### src/rtl/rtc_sched_pkg.sv
// Shared encodings for the RTC mode scheduler: enable codes, state
// encoding, status codes and small helpers that map a state to them.
package rtc_sched_pkg;

  // One-hot sub-machine select codes driven onto enables_o.
  localparam logic [2:0] ENA_INI = 3'b100;
  localparam logic [2:0] ENA_LEE = 3'b010;
  localparam logic [2:0] ENA_ESC = 3'b001;
  localparam logic [2:0] ENA_OFF = 3'b000;

  // Status codes driven onto mode_o.
  localparam logic [1:0] MODE_IDLE = 2'd0;
  localparam logic [1:0] MODE_INI  = 2'd1;
  localparam logic [1:0] MODE_LEE  = 2'd2;
  localparam logic [1:0] MODE_ESC  = 2'd3;

  typedef enum logic [2:0] {
    ST_GAP   = 3'd0,
    ST_INIT  = 3'd1,
    ST_IDLE  = 3'd2,
    ST_READ  = 3'd3,
    ST_WRITE = 3'd4
  } sched_state_e;

  // Enable code presented while sitting in a given state.
  function automatic logic [2:0] state_enables(sched_state_e s);
    logic [2:0] e;
    case (s)
      ST_INIT:  e = ENA_INI;
      ST_READ:  e = ENA_LEE;
      ST_WRITE: e = ENA_ESC;
      default:  e = ENA_OFF;
    endcase
    return e;
  endfunction

  // Status code presented while sitting in a given state.
  function automatic logic [1:0] state_mode(sched_state_e s);
    logic [1:0] m;
    case (s)
      ST_INIT:  m = MODE_INI;
      ST_READ:  m = MODE_LEE;
      ST_WRITE: m = MODE_ESC;
      default:  m = MODE_IDLE;
    endcase
    return m;
  endfunction

  // True for states that drive a sub-machine and are guarded by the timeout.
  function automatic logic is_active(sched_state_e s);
    return (s == ST_INIT) || (s == ST_READ) || (s == ST_WRITE);
  endfunction

endpackage

### src/rtl/rtc_tick_gen.sv
// Wrapping counter that emits a one-cycle tick every PERIOD cycles.
// clr_i holds the count at zero and suppresses the tick.
module rtc_tick_gen #(
  parameter int unsigned PERIOD = 10000000
) (
  input  logic clk_i,
  input  logic reset_i,
  input  logic clr_i,
  output logic tick_o
);

  localparam int unsigned CW = (PERIOD > 1) ? $clog2(PERIOD) : 1;
  localparam logic [CW-1:0] LAST = CW'(PERIOD - 1);

  logic [CW-1:0] cnt_q;
  logic [CW-1:0] cnt_d;

  // Next count: wrap at the last value, restart on clear.
  always_comb begin
    cnt_d = cnt_q + 1'b1;
    if (clr_i || (cnt_q == LAST)) begin
      cnt_d = '0;
    end
  end

  // Count register.
  always_ff @(posedge clk_i) begin
    if (reset_i) begin
      cnt_q <= '0;
    end else begin
      cnt_q <= cnt_d;
    end
  end

  assign tick_o = !clr_i && (cnt_q == LAST);

endmodule

### src/rtl/rtc_mode_sched.sv
// Mode scheduler for the RTC bus front end. Runs initialisation once after
// reset, then alternates periodic register reads with user-requested writes,
// inserting a dead-time of all-zero enables on every mode change.
// GAP_CYCLES and TIMEOUT must both be at least 1.
module rtc_mode_sched
  import rtc_sched_pkg::*;
#(
  parameter int unsigned READ_PERIOD = 10000000,
  parameter int unsigned GAP_CYCLES  = 4,
  parameter int unsigned TIMEOUT     = 65535
) (
  input  logic       clk_i,
  input  logic       reset_i,
  input  logic       ini_done_i,
  input  logic       lee_done_i,
  input  logic       esc_done_i,
  input  logic       prog_req_i,
  output logic [2:0] enables_o,
  output logic [1:0] mode_o,
  output logic       busy_o,
  output logic       timeout_o
);

  localparam int unsigned GW = (GAP_CYCLES > 1) ? $clog2(GAP_CYCLES) : 1;
  localparam int unsigned TW = (TIMEOUT > 1) ? $clog2(TIMEOUT) : 1;
  localparam logic [GW-1:0] GAP_LAST = GW'(GAP_CYCLES - 1);
  localparam logic [TW-1:0] TO_LAST  = TW'(TIMEOUT - 1);

  sched_state_e state_q, state_d;
  sched_state_e after_q, after_d;    // state entered when the gap expires
  logic [GW-1:0] gap_q, gap_d;
  logic [TW-1:0] to_q, to_d;
  logic          read_pend_q, read_pend_d;
  logic          prog_pend_q, prog_pend_d;
  logic          prog_r_q;
  logic          timeout_q, timeout_d;
  logic [2:0]    enables_q, enables_d;
  logic [1:0]    mode_q, mode_d;
  logic          busy_q, busy_d;

  logic          tick;
  logic          prog_edge;
  logic          to_fire;
  logic          clr_read;
  logic          clr_prog;

  // Read-period tick; held in reset while initialisation is running.
  rtc_tick_gen #(
    .PERIOD (READ_PERIOD)
  ) u_read_tick (
    .clk_i   (clk_i),
    .reset_i (reset_i),
    .clr_i   (state_q == ST_INIT),
    .tick_o  (tick)
  );

  assign prog_edge = prog_req_i & ~prog_r_q;

  // State register together with the gap and timeout counters.
  always_ff @(posedge clk_i) begin
    if (reset_i) begin
      state_q <= ST_GAP;
      after_q <= ST_INIT;
      gap_q   <= '0;
      to_q    <= '0;
    end else begin
      state_q <= state_d;
      after_q <= after_d;
      gap_q   <= gap_d;
      to_q    <= to_d;
    end
  end

  // Next-state logic; a timeout overrides everything except a same-cycle done.
  always_comb begin
    state_d  = state_q;
    after_d  = after_q;
    gap_d    = gap_q;
    to_fire  = 1'b0;
    clr_read = 1'b0;
    clr_prog = 1'b0;
    case (state_q)
      ST_GAP: begin
        if (gap_q == GAP_LAST) begin
          state_d = after_q;
          gap_d   = '0;
        end else begin
          gap_d = gap_q + 1'b1;
        end
      end
      ST_INIT: begin
        if (ini_done_i) begin
          state_d = ST_GAP;
          after_d = ST_READ;
          gap_d   = '0;
        end else if (to_q == TO_LAST) begin
          to_fire = 1'b1;
        end
      end
      ST_IDLE: begin
        // Enables are already off here, so modes start without a gap.
        if (prog_pend_q) begin
          state_d  = ST_WRITE;
          clr_prog = 1'b1;
        end else if (read_pend_q) begin
          state_d  = ST_READ;
          clr_read = 1'b1;
        end
      end
      ST_READ: begin
        if (lee_done_i) begin
          state_d = ST_GAP;
          after_d = ST_IDLE;
          gap_d   = '0;
        end else if (to_q == TO_LAST) begin
          to_fire = 1'b1;
        end
      end
      ST_WRITE: begin
        // A commit is always followed by a readback, which also serves
        // any periodic read that was waiting.
        if (esc_done_i) begin
          state_d  = ST_GAP;
          after_d  = ST_READ;
          gap_d    = '0;
          clr_read = 1'b1;
        end else if (to_q == TO_LAST) begin
          to_fire = 1'b1;
        end
      end
      default: begin
        state_d = ST_GAP;
        after_d = ST_INIT;
        gap_d   = '0;
      end
    endcase
    if (to_fire) begin
      state_d  = ST_GAP;
      after_d  = ST_INIT;
      gap_d    = '0;
      clr_read = 1'b1;
      clr_prog = 1'b1;
    end
  end

  // Timeout counter: restarts on entry to a driven mode, counts while in it.
  always_comb begin
    to_d = to_q;
    if (is_active(state_d) && (state_d != state_q)) begin
      to_d = '0;
    end else if (is_active(state_q) && (state_d == state_q)) begin
      to_d = to_q + 1'b1;
    end
  end

  // Pending requests and sticky timeout; a new request wins over a clear.
  always_comb begin
    read_pend_d = (read_pend_q & ~clr_read) | tick;
    prog_pend_d = (prog_pend_q & ~clr_prog) | prog_edge;
    timeout_d   = timeout_q | to_fire;
  end

  // Request flags, request edge register and sticky timeout flag.
  always_ff @(posedge clk_i) begin
    if (reset_i) begin
      read_pend_q <= 1'b0;
      prog_pend_q <= 1'b0;
      prog_r_q    <= 1'b0;
      timeout_q   <= 1'b0;
    end else begin
      read_pend_q <= read_pend_d;
      prog_pend_q <= prog_pend_d;
      prog_r_q    <= prog_req_i;
      timeout_q   <= timeout_d;
    end
  end

  // Output decode from the next state so registered outputs track state_q.
  always_comb begin
    enables_d = state_enables(state_d);
    mode_d    = state_mode(state_d);
    busy_d    = (enables_d != ENA_OFF);
  end

  // Output registers.
  always_ff @(posedge clk_i) begin
    if (reset_i) begin
      enables_q <= ENA_OFF;
      mode_q    <= MODE_IDLE;
      busy_q    <= 1'b0;
    end else begin
      enables_q <= enables_d;
      mode_q    <= mode_d;
      busy_q    <= busy_d;
    end
  end

  assign enables_o = enables_q;
  assign mode_o    = mode_q;
  assign busy_o    = busy_q;
  assign timeout_o = timeout_q;

endmodule

### config.mk
export PLATFORM = sky130hd
export DESIGN_NAME = rtc_mode_sched
export DESIGN_NICKNAME = d
export VERILOG_FILES = /design/src/rtl/rtc_sched_pkg.sv /design/src/rtl/rtc_tick_gen.sv /design/src/rtl/rtc_mode_sched.sv
export SDC_FILE = /design/constraint.sdc
export NUM_CORES = 1
export LEC_CHECK = 0
export BUFFER_PORTS_ARGS = -buffer_cell sky130_fd_sc_hd__buf_2
export CAP_MARGIN = 5
export CORE_UTILIZATION = 38
export DETAILED_ROUTE_END_ITERATION = 10
export MAX_ROUTING_LAYER = met4
export PLACE_DENSITY_LB_ADDON = 0.15
export SETUP_SLACK_MARGIN = 0.15
export SYNTH_ARGS = -nofsm -noshare
export SYNTH_HDL_FRONTEND = slang
export SYNTH_SLANG_ARGS = --single-unit
### constraint.sdc
create_clock -name clk_i -period 5.4 [get_ports clk_i]
set_input_delay 1.08 -clock clk_i [delete_from_list [all_inputs] [get_ports clk_i]]
set_output_delay 1.08 -clock clk_i [all_outputs]
set_load 0.1 [all_outputs]
Word level (Yosys, flattened, before mapping)
Index checks and enable logic that the tools add are counted.
{ "op_classes": {"n_eq_ne": 15, "bitwise": 11, "muxes": 32, "add_sub_neg": 3, "n_reduce_logical": 17} }
{ "op_table": {"columns": ["op", "count"], "rows": [
  ["3-bit two-way mux", 10],
  ["24-bit by 1-bit adder with 24-bit output (second input constant)", 1],
  ["24-bit equality test (second input constant)", 1],
  ["16-bit by 1-bit adder with 16-bit output (second input constant)", 1],
  ["16-bit equality test (second input constant)", 1],
  ["3-bit one-hot mux with 5 select lines", 1],
  ["3-bit one-hot mux with 4 select lines", 1],
  ["1-bit two-way mux", 11],
  ["2-bit one-hot mux with 5 select lines", 1],
  ["3-bit by 2-bit equality test with 1-bit output (second input constant)", 3],
  ["3-bit one-hot mux with 3 select lines", 1],
  ["2-bit two-way mux", 4],
  ["4-bit AND reduction", 2],
  ["2-bit OR reduction", 4],
  ["3-bit by 1-bit equality test with 1-bit output (second input constant)", 2],
  ["3-bit equality test (second input constant)", 2],
  ["2-bit inequality test (second input constant)", 3],
  ["2-bit one-hot mux with 3 select lines", 1],
  ["1-bit logical OR", 5],
  ["1-bit inverter", 5],
  ["1-bit AND", 3],
  ["3-bit equality test", 1],
  ["1-bit logical AND", 3],
  ["3-bit logical NOT", 1],
  ["other kinds (8)", 10]
]} }
{ "word_totals": {"reg_bits": 58, "wordCells": 90, "inputBits": 6} }

Depth between registers and ports, before layout
{ "logic_depth": {"word_depth": 10, "mapped_depth": 8, "ltp_nobuf": 7} }

Hierarchy
From an unflattened synthesis, not the netlist that was laid out.
{ "hier_totals": {"hier_cells": 321, "area_unflattened_um2": 2806.4} }
{ "by_module_without_submodules": {"columns": ["mod", "cells_per_inst", "area_each_um2", "n_inst"], "rows": [
  ["rtc_mode_sched", 193, 1657.8, 1],
  ["rtc_tick_gen", 128, 1148.6, 1]
]} }

Worst setup path before layout
No wires, ideal clock.
{ "synth_timing": {"path_kind": "input to register", "from": "input port ini_done_i", "to": "register to_q[13]", "arrival_ps": 2510, "t_required_ps": 5320, "path_slack_ps": 2810, "path_stages": 6, "setup_ps": 80, "path_cell_list": "mux2_4 -> o32ai_4 -> a21boi_2 -> buf_6 -> or4_4 -> a211oi_2"} }
{ "synth_via": {"elab_chain_cells": 8} }
{ "synth_rtl": {"columns": ["element", "line", "source"], "rows": [
  ["from (decl)", "rtc_mode_sched.sv:14", "input logic ini_done_i,"],
  ["3-bit two-way mux / 1-bit two-way mux (equally long branches)", "rtc_mode_sched.sv:92", "if (ini_done_i) begin"],
  ["3-bit one-hot mux with 5 select lines / 1-bit one-hot mux with 3 select lines (equally long branches)", "rtc_mode_sched.sv:82", "case (state_q)"],
  ["3-bit two-way mux (*)", "rtc_mode_sched.sv:137", "if (to_fire) begin"],
  ["3-bit by 1-bit equality test with 1-bit output / 3-bit by 2-bit equality test with 1-bit output (equally long branches)", "rtc_sched_pkg.sv:51", "return (s == ST_INIT) || (s == ST_READ) || (s == ST_WRITE);"],
  ["1-bit logical OR (2 in series)", "rtc_sched_pkg.sv:51", null],
  ["1-bit logical AND", "rtc_mode_sched.sv:149", "if (is_active(state_d) && (state_d != state_q)) begin"],
  ["2-bit OR reduction (no line)", null, null],
  ["to (signal assigned)", "rtc_mode_sched.sv:70", "to_q <= to_d;"],
  ["to (decl)", "rtc_mode_sched.sv:32", "logic [TW-1:0] to_q, to_d;"]
]} }
Every way passes the cells marked *; elsewhere a longest branch is shown, timed or not.
A chain may end at the register's enable or synchronous reset.

Worst setup path after layout
{ "layout_timing": {"from": "input port lee_done_i", "to": "register to_q[10]"} }
{ "layout_via": {"elab_chain_cells": 8} }
{ "layout_rtl": {"columns": ["element", "line", "source"], "rows": [
  ["from (decl)", "rtc_mode_sched.sv:15", "input logic lee_done_i,"],
  ["3-bit two-way mux / 1-bit two-way mux (equally long branches)", "rtc_mode_sched.sv:111", "if (lee_done_i) begin"],
  ["3-bit one-hot mux with 5 select lines / 1-bit one-hot mux with 3 select lines (equally long branches)", "rtc_mode_sched.sv:82", null],
  ["3-bit two-way mux (*)", "rtc_mode_sched.sv:137", null],
  ["3-bit by 1-bit equality test with 1-bit output / 3-bit by 2-bit equality test with 1-bit output (equally long branches)", "rtc_sched_pkg.sv:51", null],
  ["1-bit logical OR (2 in series)", "rtc_sched_pkg.sv:51", null],
  ["1-bit logical AND", "rtc_mode_sched.sv:149", null],
  ["2-bit OR reduction (no line)", null, null]
]} }
Marks and branches as above.

==> run metrics <==
status=complete, no violations; FMAX=a little under 400 MHz; die area=0.007784 sq mm; fraction of layout cells with a size suffix above 1=11.68%; H-tree depth=3; Final ANT Viol Nets=0; die width=88.23 microns; DP Worst Slack=2.507 ns; TritonRoute pass-1 iters=4; crit path max fanout=9; DRC errors left=0; Netlist Area Pre-Place=between 0.002 and 0.003 sq mm; postcts setup bufs=0; crit share post-route=a little under half; setup TNS=0 ns; PnR worst setup slack=2.886 ns; clock buffer depth=2; gr ovfl total=0; Skew-Pair Late Insertion Delay=between 0.3 and 0.4 ns; worst slew pin tran=0.8423 ns; average size of a mapped cell=~9 sq um; critical path endpoint category=flip-flop; commonest non-fill, non-tap cells in the layout=dfxtp_1 (57), nor2_1 (42), nand2_1 (21), xnor2_1 (19); Synth Instances=322; DP HPWL=3758 microns; ANT cells=0; Startpoint Class=input pin; initial core utilization=between 30% and 40%; drt first-iter violations=101; largest net degree at the start of global routing=25; final net count=between 300 and 400; count of hold-fix buffers inserted at cts=0; slew margin rel.=43.33%; CTS buffer count=9; Top-Level Pins=13; first-pass GRT wire length=between 9000 and 10000 microns; vias in the first global route=2011; Required @ worst endpoint=~5.7 ns; IO buf count=12; Internal=826.9 uW; synth warn=0; Hold Crit Class=reg2reg; CP arrival=2.77 ns; total track usage=16.55%; Fillers=756; routed via count=2291; Most used DFF post-synth=dfxtp_1; WS Path Type=in2reg; fin. max-slew vios=0; Clock Skew=0.007033 ns; initial antenna violation count=0; core area=0.007214 sq mm; largest vdd supply drop=0.2379 mV; CTS tree=done; CTS Sinks=57; endpoints failing hold=0; clk slew on worst S/H paths=around 0.060 ns; RSZ-0062 raised after global routing=no; #FFs+latches synth=57; sequential power share=40.4%; WL per Instance=12.77 microns; Max-cap violations=0; GPL Wtd Cong=0.7661; EDFF count, synth=0; switching pwr=456.0 uW; Tmin final=2.514 ns; synthesis-to-finish area growth=10.45%; row cnt=31; Core Util, Final=43.25%; CTS root buf=clkbuf_8; sequential area share after synthesis=40.39%; combinational power share=27.5%; Post-CTS Resized=0; syn nets=332; final wirelength=5528 microns; Die Height=88.23 microns; clock power share=32.1%; share of flip-flops with an asynchronous set or reset=0%; P per Cell Area=411.1 mW/mm^2; Sw Ratio=35.54%; drt via density=between 5 and 6; commonest non-fill, non-tap cell in the layout=dfxtp_1; unique cell type count in the Yosys netlist=56; # setup viols final=0; Leak=0.001025 uW
==> cell families after synthesis <==
group / synth area share [%]
AOI/OAI and AO/OA: 15.72
xor gates and xnor gates: 8.060
adders and majority gates: 1.772
buffers and inverters: 5.137
DFF: 40.39
muxes: 0.5313
and+or+nand+nor: 28.39
==> through the flow <==
step	hold WS (ns)	total power (uW)	std cells	cell area (sq um)
global route	0.5046	1368	433	3120
CTS	0.4718	1301	433	3120
finish	0.4624	1283	433	3120
floorplan	0.4261	844.0	322	2825
detailed placement	0.4572	882.8	417	2913
global placement	0.4459	879.8	417	2913
==> flip-flops by register name (all words and copies together) (netlist names) <==
name and count:
u_read_tick.cnt_q 24, timeout_o 1, busy_o 1, enables_o 3
after_q 2, read_pend_q 1, state_q 3, mode_o 2
gap_q 2, to_q 16, prog_r_q 1, prog_pend_q 1
==> critical path, stage by stage <==
cell,delay (ns)
buf_2,0.13
mux2_4,0.28
o32ai_4,0.28
nand4_1,0.30
or4_1,0.47
a211oi_1,0.23
==> power by group through the flow <==
stage	combinational, uW	clock (uW)	sequential (uW)
final	352	412	518
after global routing	397	444	527
after CTS	358	426	517
after detailed placement	357	0	526
after global placement	354	0	525
after floorplan	281	0	563
==> metal layers <==
layer | wire [microns] | global-route usage, %
met4 | 61 | 6.158
met3 | 206 | 6.157
met2 | 2501 | 23.08
met1 | 2757 | 21.68
met5 | 0 | -
==> synth_stat cells, types with 2 or more instances <==
library cell / n / share of area [%]
or4_1: 8 / 2.1
buf_2: 2 / 0.35
nand3b_1: 2 / 0.53
and4_1: 5 / 1.5
o211ai_1: 2 / 0.53
or3_1: 4 / 0.89
nand3_1: 11 / 1.9
and3_1: 2 / 0.44
nor4b_1: 3 / 0.93
nand4_1: 10 / 2.2
xor2_1: 7 / 2.2
nor3_1: 8 / 1.4
inv_1: 12 / 1.6
o31ai_1: 8 / 2.1
clkbuf_1: 8 / 1.1
a211oi_1: 10 / 2.7
nor2b_1: 4 / 0.89
nor4bb_1: 2 / 0.71
xnor2_1: 19 / 5.9
ha_1: 4 / 1.8
a21oi_1: 8 / 1.4
nor4_1: 9 / 2.0
a211oi_2: 2 / 0.89
and2_1: 3 / 0.66
o21ai_0: 10 / 1.8
buf_6: 4 / 1.6
nand2b_1: 6 / 1.3
a32oi_1: 2 / 0.62
or3b_2: 3 / 0.93
nor2_1: 42 / 5.6
dfxtp_1: 57 / 40
nand2_1: 21 / 2.8
==> area by class of cell <==
cell class / count / area (sq um) / area share [%]
repair buffers: 12 / 60.06 / 1.925
multi-input cells: 236 / 1539 / 49.32
inverters: 13 / 48.80 / 1.564
flip-flops and latches: 57 / 1141 / 36.57
clock inverters: 2 / 35.03 / 1.123
clock buffers: 14 / 172.7 / 5.533
well taps: 99 / 123.9 / 3.970
==> path summary, 6_finish.rpt <==
path,slack (ns),to,startpoint,depth (start not counted)
setup / recovery,2.89,to_q[10],lee_done_i,6
setup reg to reg,2.92,to_q[1],to_q[0],7
hold / removal,0.46,u_read_tick.cnt_q[0],u_read_tick.cnt_q[0],1
hold reg to reg,0.46,u_read_tick.cnt_q[0],u_read_tick.cnt_q[0],1
Note: power is estimated with default switching activity, not from simulation.
